### src/rtl/uart_packet_buffer.sv
// Frames deserialized UART bytes as [LEN][PAYLOAD x LEN] and replays the payload as a
// valid/ready byte stream. Optional trailing XOR checksum byte: define UART_PKT_CHECKSUM_EN.
module uart_packet_buffer #(
   parameter int MAX_LEN = 64,
   parameter int ADDR_W  = (MAX_LEN > 1) ? $clog2(MAX_LEN) : 1
) (
   input  logic       clk_baud,
   input  logic       rst,
   input  logic [7:0] uart_word,
   input  logic       uart_ready,
   output logic [7:0] out_byte,
   output logic       out_valid,
   input  logic       out_ready,
   output logic       out_last,
   output logic       busy,
   output logic       overrun,
   output logic       pkt_error
);

`ifdef UART_PKT_CHECKSUM_EN
   typedef enum logic [1:0] {S_LEN, S_PAYLOAD, S_CHECK, S_DRAIN} state_t;
`else
   typedef enum logic [1:0] {S_LEN, S_PAYLOAD, S_DRAIN} state_t;
`endif

   localparam logic [7:0] MAX_LEN8 = 8'(MAX_LEN);

   state_t            state_reg, state_next;
   logic [7:0]        len_reg, len_next;
   logic [ADDR_W-1:0] wr_idx_reg, wr_idx_next;
   logic [ADDR_W-1:0] rd_idx_reg, rd_idx_next;
   logic              overrun_reg, overrun_next;
   logic              pkt_error_reg, pkt_error_next;
   logic              ready_q_reg;
   logic              mem_we;
   logic              byte_stb;
   logic              wr_last;
   logic              rd_last;
   logic [7:0]        mem [MAX_LEN];
`ifdef UART_PKT_CHECKSUM_EN
   logic [7:0]        csum_reg, csum_next;
`endif

   // ready_q starts high so a level already present at reset release is not a byte
   assign byte_stb = uart_ready & ~ready_q_reg;
   assign wr_last  = (8'(wr_idx_reg) == (len_reg - 8'd1));
   assign rd_last  = (8'(rd_idx_reg) == (len_reg - 8'd1));

   assign busy      = (state_reg != S_LEN);
   assign out_valid = (state_reg == S_DRAIN);
   assign out_last  = out_valid & rd_last;
   assign out_byte  = out_valid ? mem[rd_idx_reg] : 8'h00;
   assign overrun   = overrun_reg;
   assign pkt_error = pkt_error_reg;

   always_comb begin
      state_next     = state_reg;
      len_next       = len_reg;
      wr_idx_next    = wr_idx_reg;
      rd_idx_next    = rd_idx_reg;
      overrun_next   = overrun_reg;
      pkt_error_next = 1'b0;
      mem_we         = 1'b0;
`ifdef UART_PKT_CHECKSUM_EN
      csum_next      = csum_reg;
`endif
      case (state_reg)
         S_LEN: begin
            if (byte_stb) begin
               if ((uart_word != 8'd0) && (uart_word <= MAX_LEN8)) begin
                  len_next    = uart_word;
                  wr_idx_next = '0;
                  state_next  = S_PAYLOAD;
`ifdef UART_PKT_CHECKSUM_EN
                  csum_next   = uart_word;
`endif
               end else begin
                  pkt_error_next = 1'b1;
               end
            end
         end
         S_PAYLOAD: begin
            if (byte_stb) begin
               mem_we = 1'b1;
`ifdef UART_PKT_CHECKSUM_EN
               csum_next = csum_reg ^ uart_word;
               if (wr_last) state_next = S_CHECK;
`else
               if (wr_last) state_next = S_DRAIN;
`endif
               else wr_idx_next = wr_idx_reg + ADDR_W'(1);
            end
         end
`ifdef UART_PKT_CHECKSUM_EN
         S_CHECK: begin
            if (byte_stb) begin
               if (uart_word == csum_reg) begin
                  state_next = S_DRAIN;
               end else begin
                  pkt_error_next = 1'b1;
                  state_next     = S_LEN;
               end
            end
         end
`endif
         S_DRAIN: begin
            // the store holds one packet only, so anything arriving now is lost
            if (byte_stb) overrun_next = 1'b1;
            if (out_ready) begin
               if (rd_last) begin
                  rd_idx_next = '0;
                  state_next  = S_LEN;
               end else begin
                  rd_idx_next = rd_idx_reg + ADDR_W'(1);
               end
            end
         end
         default: state_next = S_LEN;
      endcase
   end

   always_ff @(posedge clk_baud) begin
      if (rst) begin
         state_reg     <= S_LEN;
         len_reg       <= 8'd0;
         wr_idx_reg    <= '0;
         rd_idx_reg    <= '0;
         overrun_reg   <= 1'b0;
         pkt_error_reg <= 1'b0;
         ready_q_reg   <= 1'b1;
`ifdef UART_PKT_CHECKSUM_EN
         csum_reg      <= 8'd0;
`endif
      end else begin
         state_reg     <= state_next;
         len_reg       <= len_next;
         wr_idx_reg    <= wr_idx_next;
         rd_idx_reg    <= rd_idx_next;
         overrun_reg   <= overrun_next;
         pkt_error_reg <= pkt_error_next;
         ready_q_reg   <= uart_ready;
`ifdef UART_PKT_CHECKSUM_EN
         csum_reg      <= csum_next;
`endif
      end
   end

   always_ff @(posedge clk_baud) begin
      if (mem_we) mem[wr_idx_reg] <= uart_word;
   end

endmodule

### config.mk
export PLATFORM = sky130hd
export DESIGN_NAME = uart_packet_buffer
export DESIGN_NICKNAME = d
export VERILOG_FILES = /design/src/rtl/uart_packet_buffer.sv
export SDC_FILE = /design/constraint.sdc
export NUM_CORES = 1
export LEC_CHECK = 0
export BUFFER_PORTS_ARGS = -buffer_cell sky130_fd_sc_hd__buf_2
export CAP_MARGIN = 20
export CORE_ASPECT_RATIO = 1.25
export CORE_MARGIN = 2
export CORE_UTILIZATION = 62
export CTS_CLUSTER_DIAMETER = 30
export DETAILED_ROUTE_END_ITERATION = 6
export PLACE_DENSITY = 0.78
export SLEW_MARGIN = 10
export SYNTH_ARGS = -nofsm -noshare
export SYNTH_HDL_FRONTEND = slang
export SYNTH_SLANG_ARGS = --single-unit
### constraint.sdc
create_clock -name clk_baud -period 5.6 [get_ports clk_baud]
set_input_delay 0.28 -clock clk_baud [delete_from_list [all_inputs] [get_ports clk_baud]]
set_output_delay 0.28 -clock clk_baud [all_outputs]
set_load 0.005 [all_outputs]
==> results of run 1 <==
==> where the power goes <==
| part | switching (uW) | internal [uW] | total (uW) | leakage (uW) |
|---|---|---|---|---|
| registers | 1.86 | 4440 | 4440 | 0.00485 |
| logic | 78.2 | 14.8 | 93.1 | 0.00148 |
| clock network | 1830 | 3150 | 4980 | 0.00130 |
==> worst max-delay path, stage by stage, from the launching register on <==
cell and delay, ns:
dfxtp_4 0.92, buf_12 0.44, mux4_2 0.57, mux2i_1 0.34, a211oi_1 0.16, a32oi_1 0.21
o21ai_0 0.24, buf_2 0.24
==> metal layers <==
layer / track usage [%] / vias to the layer above / wire length [um]
li1: - / 4555 / -
met5: 0 / - / 0
met3: 6.89 / 115 / 4530
met1: 35.9 / 5665 / 17400
met4: 10.6 / 0 / 1470
met2: 46.5 / 673 / 24900
==> layout make-up <==
type | count | area (sq um)
fillers | 1892 | 9550
repair buffers | 37 | 260
clock buffers | 84 | 1970
inverters | 13 | 48.8
well taps | 468 | 586
clock inverters | 56 | 701
flip-flops and latches | 543 | 16000
multi-input cells | 467 | 5200
==> worst paths after layout <==
kind,from,end,slack [ns],depth (start not counted)
hold reg to reg,overrun,overrun,0.48,2
hold / removal,out_ready,state_reg[1],0.05,4
setup reg to reg,state_reg[1],mem[25][0],2.44,4
setup / recovery,flop,out_byte[3],1.59,7
==> repair_timing <==
item | in CTS | in global routing
hold buffers | 1 | 0
endpoints found under the setup margin | 0 | 0
endpoints found under the hold margin | 2 | 0
==> synth_stat cells (all sizes together), types with 4 or more instances <==
| cell | n | area, sq um |
|---|---|---|
| a21oi | 10 | 50.1 |
| xnor2 | 11 | 96.3 |
| nor4 | 4 | 25.0 |
| nand2 | 32 | 120 |
| nor2 | 92 | 348 |
| nand3 | 30 | 150 |
| a22oi | 12 | 90.1 |
| mux4 | 141 | 3180 |
| or3 | 7 | 43.8 |
| edfxtp | 512 | 15400 |
| inv | 12 | 45.0 |
| o21ai | 15 | 78.8 |
| mux2i | 41 | 410 |
| and3 | 7 | 50.1 |
| nor2b | 6 | 37.5 |
| a31o | 4 | 35.0 |
| buf | 25 | 155 |
| clkbuf | 29 | 129 |
| nand2b | 7 | 43.8 |
| dfxtp | 31 | 621 |
| nor3 | 4 | 31.3 |
==> cell families (layout without fill, tap and decap cells) <==
kind of cell / after synthesis / in the layout / synth area share, %
compound gates: 64 / 64 / 2.20
xor+xnor: 14 / 14 / 0.570
mux: 185 / 185 / 16.8
fa+ha+maj: 3 / 3 / 0.174
simple gates: 201 / 201 / 4.39
buf+inv: 67 / 190 / 1.55
flops: 543 / 543 / 74.3
==> metrics by stage <==
stage	utilization (%)	std cells	hold WS, ns	cell area (sq um)
final	72.2	1668	0.0522	24800
after global routing	72.2	1668	0.0697	24800
after CTS	72.1	1667	0.0348	24800
after detailed placement	64.3	1526	0.478	22100
after global placement	64.3	1526	0.451	22100
after floorplan	-	1077	0.379	21500
==> summary.md, run 1 <==
| Metric | Value |
|---|---|
| Max-slew violations | 0 |
| Cells after Synth | 1077 |
| Synthesis-stage register bit count | 543 |
| Yosys warns | 0 |
| HP Class | in -> reg |
| Detailed Route WL | 48300 um |
| Max-slew headroom | 25.8% |
| Total GRT Usage | 27.9% |
| Critical-path maximum fanout | 50 |
| RePlAce Congestion | 0.796 |
| Skew-Pair Late Insertion Delay | 0.59 ns |
| Total gr overflow | 0 |
| Die Y | 212 um |
| Worst Setup End Kind | primary output |
| Unique masters post-synth | 59 |
| Sequential area share after synthesis | 74.3% |
| Worst path required time | 5.32 ns |
| Mapped Avg Cell Area | 20.0 sq um |
| Worst Max-Slew Pin Slew | 1.11 ns |
| Antenna violations before repair | 0 |
| Final Setup Violations | 0 |
| Die area | 0.0362 sq mm |
| Vias in the first global route | 11162 |
| Via count | 11008 |
| Most frequent cells in the layout | edfxtp_1 (512), mux4_2 (141), nor2_1 (91), clkbuf_16 (78), mux2i_1 (41) |
| Pin count of the biggest net entering global routing | 72 |
| DRT iter0 DRCs | 1402 |
| First-pass GRT wire length | 71300 um |
| Setup bufs post-CTS | 0 |
| Crit path arrival time | 3.73 ns |
| Place WS | 2.19 ns |
| P per Cell Area | 384 mW/mm^2 |
| Core box area | 0.0343 sq mm |
| Ant. Diodes | 0 |
| Net count after synthesis | 1092 |
| Status | finished, final reports clean |
| # resized after CTS | 0 |
| Fin crit period | 4.01 ns |
| Ys async rst share | 0% |
| Clock Pin Slew Worst Setup and Hold Paths | 0.06 ns |
| Max-Cap Viols | 0 |
| Clock root cell | clkbuf_16 |
| Fin. Hold Viols | 0 |
| Die X | 171 um |
| Crit path launch type | flop |
| Share of layout cells above drive strength 1 | 27.3% |
| Starting Density | 62.7% |
| Final WS setup | 1.59 ns |
| TritonCTS Buffers | 76 |
| Nets@finish | 1153 |
| Rows | 76 |
| Max Root-Sink Buffers | 3 |
| Post-route ant nets | 0 |
| VDD IR max | 0.263 mV |
| DPL Wire Length | 26200 um |
| Setup TNS | 0 ns |
| Routed length per instance | 29.0 um |
| Pleak | 0.00763 uW |
| IO Count | 25 |
| Syn-to-layout area delta | 15.1% |
| Post-synth top flop | edfxtp_1 |
| CTS H-tree depth | 3 |
| CTS tree | yes |
| Period utilization | 71.5% |
| Most common cell after layout, fill and taps aside | edfxtp_1 |
| Tot Pwr | 9510 uW |
| Largest register FFs | 512 |
| Crit path kind | reg -> out |
| Clk sinks | 543 |
| Unrepaired setup endpoints after global routing | no |
| DR pass1 iterations | 6 |
| Mapped Area | 0.0215 sq mm |
| # DRC | 0 |
| Clock Skew | 0.0205 ns |
| Max Fclk | 250 MHz |
| EDFF count, synth | 512 |
| PortBufs | 24 |
| Routed vias/inst | 6.60 |
(Power assumes the default switching activity.)
==> inputs of run 2 (changes only) <==
- clock period: 5.6 -> 3.7 ns (I/O delays scaled with it)
==> run 2 against run 1 <==
Effect of this change: clock skew is 0.0049 ns lower; power grew 52%; core utilization rose by 0.75 points; global-route usage grew 0.72 points.
==> summary.md, run 2 (synthesis gave the netlist of run 1 again) <==
| Metric | Value |
|---|---|
| Clock Skew | 0.0156 ns (-0.00488 ns) |
| Worst Setup End Kind | primary output |
| DRT iter0 DRCs | 1449 (+3.4%) |
| # resized after CTS | 0 (unchanged) |
| Max-slew headroom | 36.9% (+11 points) |
| Share of layout cells above drive strength 1 | 28.9% (+1.6 points) |
| Clock root cell | clkbuf_16 |
| Register area | 0.0160 sq mm (unchanged) |
| Antenna violations before repair | 1 (+1) |
| Fill cells | 1898 (+0.32%) |
| Total GRT Usage | 28.6% (+0.72 points) |
| Cells after DPL | 1553 (+1.8%) |
| Pin count of the biggest net entering global routing | 66 (-8.3%) |
| Detailed Route WL | 49300 um (+2.1%) |
| Max-slew violations | 0 (unchanged) |
| Unrepaired setup endpoints after global routing | no |
| TritonCTS Buffers | 75 (-1.3%) |
| Max Fclk | 282 MHz |
| CTS tree | yes |
| Crit path kind | reg -> out |
| CTS H-tree depth | 3 (unchanged) |
| Most frequent cells in the layout | edfxtp_1 (512), mux4_2 (141), nor2_1 (91), clkbuf_16 (77), mux2i_1 (41) |
| Pleak | 0.00780 uW (+2.2%) |
| Die area | 0.0362 sq mm (unchanged) |
| Max-Cap Viols | 0 (unchanged) |
| Clk sinks | 543 (unchanged) |
| Starting Density | 62.7% (unchanged) |
| Final Setup Violations | 0 (unchanged) |
| Max Root-Sink Buffers | 3 (unchanged) |
| IO Count | 25 (unchanged) |
| Nets@finish | 1181 (+2.4%) |
| Fin. Hold Viols | 0 (unchanged) |
| HP Class | in -> reg |
| Finished Layout Cells | 1696 (+1.7%) |
| Period utilization | 95.8% |
| Multi-input logic area | 0.00520 sq mm (unchanged) |
| Crit path launch type | flop |
| First-pass GRT wire length | 73700 um (+3.3%) |
| Routed length per instance | 29.1 um (+0.42%) |
| Ant. Diodes | 0 (unchanged) |
| Syn-to-layout area delta | 16.3% |
| Skew-Pair Late Insertion Delay | 0.59 ns (about the same) |
| Die X | 171 um (unchanged) |
| Clock Pin Slew Worst Setup and Hold Paths | 0.05 ns (about the same) |
| Critical-path maximum fanout | 7 (-86%) |
| Vias in the first global route | 11505 (+3.1%) |
| Worst Max-Slew Pin Slew | 0.944 ns (-0.167 ns) |
| P per Cell Area | 577 mW/mm^2 (+50%) |
| Status | finished, final reports clean |
| Routed vias/inst | 6.55 (-0.74%) |
| Final Util | 72.9% (+0.75 points) |
| Setup TNS | 0 ns (unchanged) |
| Die Y | 212 um (unchanged) |
| DPL Wire Length | 28000 um (+7.2%) |
| Total gr overflow | 0 (unchanged) |
| Crit path arrival time | 3.36 ns (-0.37 ns) |
| Rows | 76 (unchanged) |
| DR pass1 iterations | 5 (-1) |
| Core box area | 0.0343 sq mm (unchanged) |
| PortBufs | 24 (unchanged) |
| Most common cell after layout, fill and taps aside | edfxtp_1 |
| RePlAce Congestion | 0.887 (+12%) |
| Worst path required time | 3.51 ns (-1.81 ns) |
| Largest register FFs | 512 (unchanged) |
| VDD IR max | 0.421 mV (+60%) |
| Post-route ant nets | 0 (unchanged) |
| Via count | 11110 (+0.93%) |
| # DRC | 0 (unchanged) |
| Fin crit period | 3.55 ns |
## run 2: cell types whose count changed in the layout (fill, tap and decap cells not counted)
cell / delta
buf_12: +1
buf_2: +1
buf_4: +24
clkbuf_1: -2
clkbuf_16: -1
clkbuf_8: +1
clkinv_2: -3
clkinv_4: -6
clkinv_8: +4
clkinvlp_4: -2
dlygate4sd3_1: +3
inv_4: +3
inv_6: +6
inv_8: -1
## run 2: layer usage
metal	track usage [%]	up-vias	routed length (um)
li1	-	4614	-
met1	37.1	5760	17800
met2	47.8	609	25500
met3	5.62	125	4150
met4	12.3	2	1880
met5	0	-	13
## run 2: report_power, final
part,internal (uW),switching [uW]
clock network,4770,2810
registers,6720,2.95
logic,23.5,125
total,11500,2940
## run 2: worst paths after layout
kind	from	end	slack (ns)	cells past startpoint
setup reg to reg	state_reg[1]	mem[5][1]	0.79	4
hold reg to reg	overrun	overrun	0.49	2
hold / removal	rst	overrun	0.04	2
setup / recovery	state_reg[0]	out_byte[3]	0.15	9
## run 2: per-stage QoR
step	area (sq um)	setup slack [ns]	hold slack, ns	total power, uW
6_report	25000	0.154	0.0382	14400
3_3_place_gp	22300	0.934	0.429	6990
4_1_cts	25000	0.268	0.0110	14500
3_5_place_dp	22300	0.873	0.429	6990
5_1_grt	25000	0.115	0.0511	14700
2_1_floorplan	21500	1.45	0.284	6880
## run 2: final cells by class
| cell class | count | share of cell area, % |
|---|---|---|
| Multi-Input combinational cell | 467 | 20.8 |
| Sequential cell | 543 | 63.9 |
| Timing Repair Buffer | 66 | 1.98 |
| Clock inverter | 57 | 2.97 |
| Inverter | 13 | 0.195 |
| Tap cell | 468 | 2.34 |
| Clock buffer | 82 | 7.81 |
## run 2: timing repair
action	in CTS	in global routing
endpoints found under the hold margin	5	0
hold buffers	4	0
buffers inserted	0	0
## run 2: worst max-delay path, cell delays in order (launching register included)
cell	delay, ns
dfxtp_1	0.38
inv_1	0.21
nand2_1	0.31
inv_1	0.37
nand2_1	0.16
a21o_1	0.17
a21oi_1	0.31
a21oi_1	0.08
o21ai_0	0.55
buf_2	0.23
